[config.mk]
export PLATFORM = sky130hd
export DESIGN_NAME = m68k_bus_responder
export DESIGN_NICKNAME = d
export VERILOG_FILES = /design/src/rtl/pistorm_pkg.sv /design/src/rtl/bus_sync.sv /design/src/rtl/m68k_bus_responder.sv
export SDC_FILE = /design/constraint.sdc
export NUM_CORES = 1
export LEC_CHECK = 0
export ABC_AREA = 1
export CAP_MARGIN = 20
export CORE_ASPECT_RATIO = 2
export CORE_MARGIN = 4
export CORE_UTILIZATION = 44
export CTS_BUF_LIST = sky130_fd_sc_hd__clkbuf_8
export DETAILED_ROUTE_END_ITERATION = 7
export GPL_TIMING_DRIVEN = 1
export PLACE_DENSITY = 0.89
export SYNTH_ARGS = -nofsm -noshare
export SYNTH_HDL_FRONTEND = slang
export SYNTH_SLANG_ARGS = --single-unit
export TNS_END_PERCENT = 30
[constraint.sdc]
create_clock -name PI_CLK -period 1.6 [get_ports PI_CLK]
set_input_delay 0.24 -clock PI_CLK [delete_from_list [all_inputs] [get_ports PI_CLK]]
set_output_delay 0.24 -clock PI_CLK [all_outputs]
set_load 0.05 [all_outputs]
[src/rtl/pistorm_pkg.sv]
// pistorm_pkg: shared state, byte-lane and address-window definitions for PiStorm fast-clock blocks
package pistorm_pkg;
  typedef enum logic [2:0] {S_IDLE, S_DECODE, S_REQ, S_ACK, S_BERR, S_IGNORE, S_DRAIN} state_t;
  localparam logic [1:0] BE_NONE  = 2'b00;
  localparam logic [1:0] BE_LOWER = 2'b01;
  localparam logic [1:0] BE_UPPER = 2'b10;
  localparam logic [1:0] BE_WORD  = 2'b11;
  localparam logic [23:0] DEF_BASE_ADDR = 24'hE80000;
  localparam logic [23:0] DEF_ADDR_MASK = 24'hFF0000;
  function automatic logic addr_hit(input logic [23:0] a, input logic [23:0] base, input logic [23:0] mask);
    return ((a ^ base) & mask) == 24'd0;
  endfunction
endpackage

[src/rtl/bus_sync.sv]
// bus_sync: N-bit two-flop synchroniser with a configurable reset value
module bus_sync #(
  parameter int W = 1,
  parameter logic [W-1:0] RST_VAL = '0
) (
  input  logic         clk,
  input  logic         rst_n,
  input  logic [W-1:0] d,
  output logic [W-1:0] q
);
  logic [W-1:0] meta;
  // two flops in series to settle metastability from the asynchronous bus
  always_ff @(posedge clk or negedge rst_n)
    if (!rst_n) begin
      meta <= RST_VAL;
      q    <= RST_VAL;
    end else begin
      meta <= d;
      q    <= meta;
    end
endmodule

[src/rtl/m68k_bus_responder.sv]
// m68k_bus_responder: 68000 bus target forwarding window hits to a local store, ending with DTACK or BERR
module m68k_bus_responder import pistorm_pkg::*; #(
  parameter logic [23:0] BASE_ADDR   = DEF_BASE_ADDR,
  parameter logic [23:0] ADDR_MASK   = DEF_ADDR_MASK,
  parameter int          TIMEOUT_CYC = 255,
  parameter int          MIN_WAIT    = 2
) (
  input  logic        PI_CLK,
  input  logic        M68K_RESET_n,
  input  logic [23:0] M68K_A,
  input  logic [15:0] M68K_D_IN,
  output logic [15:0] M68K_D_OUT,
  output logic        M68K_D_OE,
  input  logic        M68K_AS_n,
  input  logic        M68K_UDS_n,
  input  logic        M68K_LDS_n,
  input  logic        M68K_RW,
  output logic        M68K_DTACK_n,
  output logic        M68K_BERR_n,
  output logic        mem_req,
  output logic        mem_we,
  output logic [22:0] mem_addr,
  output logic [1:0]  mem_be,
  output logic [15:0] mem_wdata,
  input  logic [15:0] mem_rdata,
  input  logic        mem_ack,
  output logic        busy
);
  state_t      state, state_d;
  logic        as_s, uds_s, lds_s, rw_s;
  logic        armed, hit_q, start;
  logic [15:0] cnt;

  bus_sync #(.W(4), .RST_VAL(4'hF)) u_sync (
    .clk  (PI_CLK),
    .rst_n(M68K_RESET_n),
    .d    ({M68K_AS_n, M68K_UDS_n, M68K_LDS_n, M68K_RW}),
    .q    ({as_s, uds_s, lds_s, rw_s})
  );

  assign start = state == S_IDLE && armed && !as_s && !(uds_s && lds_s);
  assign busy  = state != S_IDLE;

  // next-state: abort beats ack, ack beats timeout, misses never touch DTACK/BERR
  always_comb begin
    state_d = state;
    case (state)
      S_IDLE:   state_d = start ? S_DECODE : S_IDLE;
      S_DECODE: state_d = hit_q ? S_REQ : S_IGNORE;
      S_REQ:    state_d = as_s ? (mem_ack ? S_IDLE : S_DRAIN) :
                          mem_ack ? S_ACK :
                          cnt >= 16'(TIMEOUT_CYC) ? S_BERR : S_REQ;
      S_ACK:    state_d = as_s ? S_IDLE : S_ACK;
      S_BERR:   state_d = as_s ? (mem_req && !mem_ack ? S_DRAIN : S_IDLE) : S_BERR;
      S_IGNORE: state_d = as_s ? S_IDLE : S_IGNORE;
      S_DRAIN:  state_d = mem_ack || !mem_req ? S_IDLE : S_DRAIN;
      default:  state_d = S_IDLE;
    endcase
  end

  // state, capture, store handshake and registered bus outputs; reset drops bus drivers at once
  always_ff @(posedge PI_CLK or negedge M68K_RESET_n)
    if (!M68K_RESET_n) begin
      state        <= S_IDLE;
      cnt          <= '0;
      armed        <= 1'b0;
      hit_q        <= 1'b0;
      mem_req      <= 1'b0;
      mem_we       <= 1'b0;
      mem_be       <= BE_NONE;
      mem_addr     <= '0;
      mem_wdata    <= '0;
      M68K_D_OUT   <= '0;
      M68K_D_OE    <= 1'b0;
      M68K_DTACK_n <= 1'b1;
      M68K_BERR_n  <= 1'b1;
    end else begin
      state <= state_d;
      cnt   <= state == S_DECODE ? '0 : (&cnt ? cnt : cnt + 16'd1);
      armed <= as_s | (armed & ~start);
      if (start) begin
        hit_q     <= addr_hit(M68K_A, BASE_ADDR, ADDR_MASK);
        mem_addr  <= M68K_A[23:1];
        mem_wdata <= M68K_D_IN;
      end
      if (state == S_DECODE && hit_q) begin
        mem_req <= 1'b1;
        mem_we  <= ~rw_s;
        mem_be  <= {~uds_s, ~lds_s};
      end else if (mem_ack)
        mem_req <= 1'b0;
      if (state == S_REQ && state_d == S_ACK && !mem_we)
        M68K_D_OUT <= mem_rdata;
      M68K_D_OE    <= state == S_ACK && !as_s && !mem_we && ({1'b0, cnt} + 17'd1 >= 17'(MIN_WAIT));
      M68K_DTACK_n <= !(state == S_ACK && !as_s && cnt >= 16'(MIN_WAIT) && (mem_we || M68K_D_OE));
      M68K_BERR_n  <= state_d != S_BERR;
    end
endmodule

# ---- Word-level counts from Yosys, hierarchy flattened
# Index checks and enable logic that the tools add are counted.
dict set report classes {
  n_addsub 2
  multipliers 0
  n_div 0
  n_lt_le_gt_ge 3
  eq_ne 9
  n_shift 0
  n_mux 16
  bitwise 7
  reduce_logical 26
}
# op n
set ops {}
lappend ops {{16-bit 2-to-1 mux} 2}
lappend ops {{3-bit 2-to-1 mux} 9}
lappend ops {{24-bit zero test} 1}
lappend ops {{3-bit one-hot mux with 7 select lines} 1}
lappend ops {{16-bit by 1-bit adder with 17-bit output (second input constant)} 1}
lappend ops {{17-bit by 2-bit >= comparator with 1-bit output (second input constant)} 1}
lappend ops {{16-bit by 1-bit adder with 16-bit output (second input constant)} 1}
lappend ops {{16-bit by 2-bit >= comparator with 1-bit output (second input constant)} 1}
lappend ops {{16-bit by 8-bit >= comparator with 1-bit output (second input constant)} 1}
lappend ops {{16-bit AND reduction} 1}
lappend ops {{1-bit logical AND} 13}
lappend ops {{3-bit by 2-bit == test with 1-bit output (second input constant)} 3}
lappend ops {{3-bit == test (second input constant)} 3}
lappend ops {{1-bit zero test} 6}
lappend ops {{1-bit NOT} 4}
lappend ops {{4-bit NOT} 1}
lappend ops {{3-bit by 1-bit == test with 1-bit output (second input constant)} 1}
lappend ops {{3-bit zero test} 1}
lappend ops {{1-bit 2-to-1 mux} 3}
lappend ops {{3-bit inequality test (second input constant)} 1}
lappend ops {{3-bit nonzero test} 1}
lappend ops {{1-bit logical OR} 2}
lappend ops {{2-bit 2-to-1 mux} 1}
lappend ops {{2-bit by 1-bit inequality test with 1-bit output (second input constant)} 1}
lappend ops {{3 further kinds} 3}
dict set report word_totals {
  ff_bits 91
  latchBits 0
  ram_bits 0
  rom_bits 0
  inputBits 63
  output_inout_bits 63
  elab_cells 78
  mem_count 0
}

# ---- Depth between registers and ports, before layout
# Gate-level depths: netlist of run 1.
dict set report depth {
  word_depth 9
  depth_mapped 11
  depth_no_buf 11
}

# ---- Hierarchy
# Synthesis of run 1 repeated with hierarchy kept, for this count alone.
dict set report unflattened {
  cells_unflattened 383
  area_unflattened_um2 4226.6
}
# module instances cells_each area_per_inst_um2 seq_area_each_um2
set modules_own_cells {}
lappend modules_own_cells {m68k_bus_responder 1 375 4016.4 2079.5}
lappend modules_own_cells {bus_sync 1 8 210.2 210.2}

# ---- Least setup slack after synthesis of run 1
# No wires, ideal clock.
dict set report synth_path {
  kind {register to register}
  startpoint {register state[1]}
  endpoint {register mem_addr[21]}
  setup_ns 0.128
  t_arrival_ns 1.508
  required_time_ns 1.472
  slack_ns -0.036
  path_stages_with_launch 7
  path_buffers 1
  synth_period_minus_slack_ns 1.636
  cell_sequence {dfrtp_1 > nor2_1 > nand2_2 > inv_2 > nand2_4 > buf_2 > mux2_1}
}
dict set report synth_via {
  elab_chain_cells 4
}
# item line
set synth_lines {}
lappend synth_lines {{start, declared} m68k_bus_responder.sv:29} ;# state_t state, state_d;
lappend synth_lines {{start signal, assigned} m68k_bus_responder.sv:78} ;# state <= state_d;
lappend synth_lines {{3-bit zero test} m68k_bus_responder.sv:41} ;# assign start = state == S_IDLE && armed && !as_s && !(uds_s && lds_s);
lappend synth_lines {{1-bit logical AND (3 in a row)} m68k_bus_responder.sv:41}
lappend synth_lines {{end signal, assigned} m68k_bus_responder.sv:83} ;# mem_addr <= M68K_A[23:1];
lappend synth_lines {{end, declared} m68k_bus_responder.sv:22} ;# output logic [22:0] mem_addr,
# No other way between the ends.
# A chain may end at the register's enable or synchronous reset.

# ---- Worst setup path in the final report of run 1
dict set report layout_path {
  startpoint {register cnt[1]}
  endpoint {register M68K_D_OE}
}
dict set report layout_via {
  elab_chain_cells 3
}
# item line
set layout_lines {}
lappend layout_lines {{start, declared} m68k_bus_responder.sv:32} ;# logic [15:0] cnt;
lappend layout_lines {{start signal, assigned} m68k_bus_responder.sv:79} ;# cnt <= state == S_DECODE ? '0 : (&cnt ? cnt : cnt + 16'd1);
lappend layout_lines {{16-bit by 1-bit adder with 17-bit output} m68k_bus_responder.sv:94} ;# M68K_D_OE <= state == S_ACK && !as_s && !mem_we && ({1'b0, cnt} + 17'd1 >= 17'(MIN_WAIT));
lappend layout_lines {{17-bit by 2-bit >= comparator with 1-bit output} m68k_bus_responder.sv:94}
lappend layout_lines {{1-bit logical AND} m68k_bus_responder.sv:94}
lappend layout_lines {{end signal, assigned} m68k_bus_responder.sv:94}
lappend layout_lines {{end, declared} m68k_bus_responder.sv:13} ;# output logic M68K_D_OE,
# No other way between the ends.

==> results of run 1 <==
routing by layer:
| layer | share of wire [%] | vias up | routed length, microns | global-route usage [%] |
|---|---|---|---|---|
| met4 | 5.5 | 0 | 628 | 13.07 |
| met1 | 31 | 1686 | 3522 | 18.68 |
| met3 | 4.5 | 45 | 521 | 4.032 |
| met2 | 59 | 126 | 6840 | 41.53 |
| met5 | 0 | - | 0 | 0 |
| li1 | - | 1638 | - | - |
power breakdown:
group | switching, mW | total [mW] | internal [mW]
Clock | 0.814 | 1.37 | 0.559
Combinational | 4.01 | 6.13 | 2.12
Sequential | 0.534 | 3.62 | 3.09
stage by stage:
step	power, mW	hold WS, ns	cells
floorplan	7.542	-0.05559	409
global placement	9.458	0.1219	648
detailed placement	9.666	0.1255	648
CTS	11.07	0.2734	667
global route	11.64	0.2753	667
finish	11.13	0.2846	667
how the worst min path moves through the flow:
| stage | endpoint | depth (start not counted) |
|---|---|---|
| floorplan | M68K_D_OE | 0 |
| global placement | M68K_D_OUT[8] | 1 |
| detailed placement | M68K_D_OUT[7] | 1 |
| CTS | u_sync.meta[3] | 1 |
| global route | u_sync.meta[3] | 1 |
| finish | u_sync.meta[3] | 1 |
synthesized netlist by cell type (5+ instances only):
master,instances,area share (%)
inv_1,49,4.4
nand3_1,19,2.3
dfstp_2,10,6.4
nor2_1,26,2.4
o21ai_0,17,2.1
nand2_1,76,6.9
nand2_2,17,2.6
a31oi_1,5,0.76
mux2_2,35,9.5
a21oi_1,10,1.2
inv_2,5,0.45
dfrtp_1,81,49
nand4_1,11,1.7
o21ai_2,16,3.4
state kept, by name, indices dropped and copies added, names as in the netlist, 2 cells and up:
register / flops
mem_wdata: 16
u_sync.q: 4
mem_be: 2
cnt: 16
u_sync.meta: 4
M68K_D_OUT: 16
mem_addr: 23
state: 3
final cells by class:
class,instances,share of cell area [%]
tap,102,2.180
clock inverter,7,0.7482
sequential,91,39.18
timing repair buffer,151,24.09
clock buffer,9,2.116
inverter,54,3.463
multi-input combinational,253,28.22
what timing repair did:
item	4_1_cts	5_1_grt
pin swaps	1	5
buffers inserted	1	0
resized for setup	8	20
endpoints found under the setup margin	13	38
hold buffers	1	0
endpoints found under the hold margin	16	0
gates cloned	1	0
logic make-up after synthesis:
logic type	Yosys count
AO/OA/AOI/OAI	52
adder cells (fa/ha/maj)	3
buffers and inverters	65
flip-flops	91
multiplexers	36
AND/OR/NAND/NOR	162
critical path, delay by kind of cell (launching register included):
kind	cells	cell delay, ns
and+or+nand+nor	9	0.86
DFF	1	0.44
AOI/OAI and AO/OA	1	0.07
buffers and inverters	1	0.19
==> flow_summary.ini, run 1 <==
[synthesis]
synth_xor_area_share_pct = 0
syn_inst = 409
synth_edf_count = 0
yosys.area_share.simple_pct = 18.89
synth_warnings = 0
ys_seq_elements = 91
synth-seq-area-share_pct = 55.39
syn_nets = 475
syn_area_sq_um = 4134
synth-main-ff-cell = dfrtp_1
synth_cell_types = 34
synth_mux_area_share_pct = 9.806
synth_compound_area_share_pct = 8.172
synthArstFlopShare_pct = 100.0
synth-adder-area-share_pct = 0.9080
synth_top_family_by_area = simple AND/OR/NAND/NOR gates
avgSynthCellArea_sq_um = 10.11

[route]
drc = 0
avgRoutedWirePerCell_microns = 17.26
routed_wl_microns = 11510
drtIter0Drc = 223
ant_nets = 0
drt_first_pass_iters = 4
vias = 3495
drt-vias-per-instance = 5.240

[global_route]
grt_usage_pct = 21.02
grt_pass1_wl_microns = 18380
antenna_found_initial = 0
grt_pass1_vias = 3856
overflow = 0
grt_max_degree = 38

[sta]
final.setup_skew_ns = 0.006168
max_freq_mhz = 600.9
setup_violations = 17
finalWorstSetupSlack_ns = -0.06412
drv_slew = 0
grt_setup_unrepaired = yes
tightest_slew_ns = 0.4746
tns_ns = -0.5602
hold_viol_final = 0
period_needed_ns = 1.664
max_slew_margin_pct = 68.07
fin_crit_sh_pct = 104.0

[worst_setup_path]
path_common_cell = nand2_1
path_class = register to register
r2r_cells = 11
crit_path_end_kind = register
cp-start-kind = register
cp.required_ns = 1.84
setup.worst_path.end = M68K_D_OE
slowest_delay_ns = 0.44
cp.arrival_ns = 1.91
startpoint = cnt[1]
r2r-start = cnt[1]
cp_max_fo = 6
r2r-end = M68K_D_OE
cp_slowest_cell = dfrtp_1
worst-r2r-setup-slack_ns = -0.06
cp_cell_sequence = buf_4 -> nand2_1 -> nor2_2 -> nand2_1 -> nand2_1 -> nand2_1 -> nand2_1 -> nor2_1 -> nand3_1 -> nor2_2 -> a21oi_1

[layout]
fin_nets = 626
seqCellArea_sq_um = 2293
layout_common_cells = 80 x buf_4, 78 x dfrtp_1, 72 x nand2_1
layout-drive-gt1-share_pct = 38.94
multi_input_area_sq_um = 1652
n_fill_cell = 657
syn_to_final_growth_pct = 41.59
design_area_sq_um = 5853
post-route-util_pct = 64.51
final_common_cell = buf_4
n_antenna_cell = 0

[clocking]
clockBufferDepth = 2
htreeDepth = 3
numCtsBuffers = 9
clk_latency_ns = 0.35
cts_root_buf = clkbuf_8
cts_tree = yes
clock-sinks = 91
path_clk_slew_ns = 0.09

[power_and_ir_drop]
ir_drop_v = 0.002007
p_leak_nw = 2.783
power_density_nw_per_um2 = 1901

[min_path]
hp-start = M68K_AS_n
hold_class = input port to register

[outcome]
status = finished, violations left
violations = negative setup slack

[placed_design]
port_buffers = 124
place.gp.congestion = 0.9362
pre_cts_slack_ns = -0.07310
dp_hpwl_microns = 9018
dpl_cell_area_sq_um = 5550

[die]
core_area_sq_um = 9074
start_util_pct = 45.56
die_x_microns = 76.54
fp-row-count = 49
io-pin-count = 126
die-area_sq_um = 11100
die_h_microns = 145.1

[flow_run]
drv_cap = 0
(Power assumes the default switching activity.)
==> run 2: changes to the inputs <==
SLEW_MARGIN = 20   (was not set)
==> results of run 2 <==
The final DEF is identical to that of run 1; final timing and power are the same.
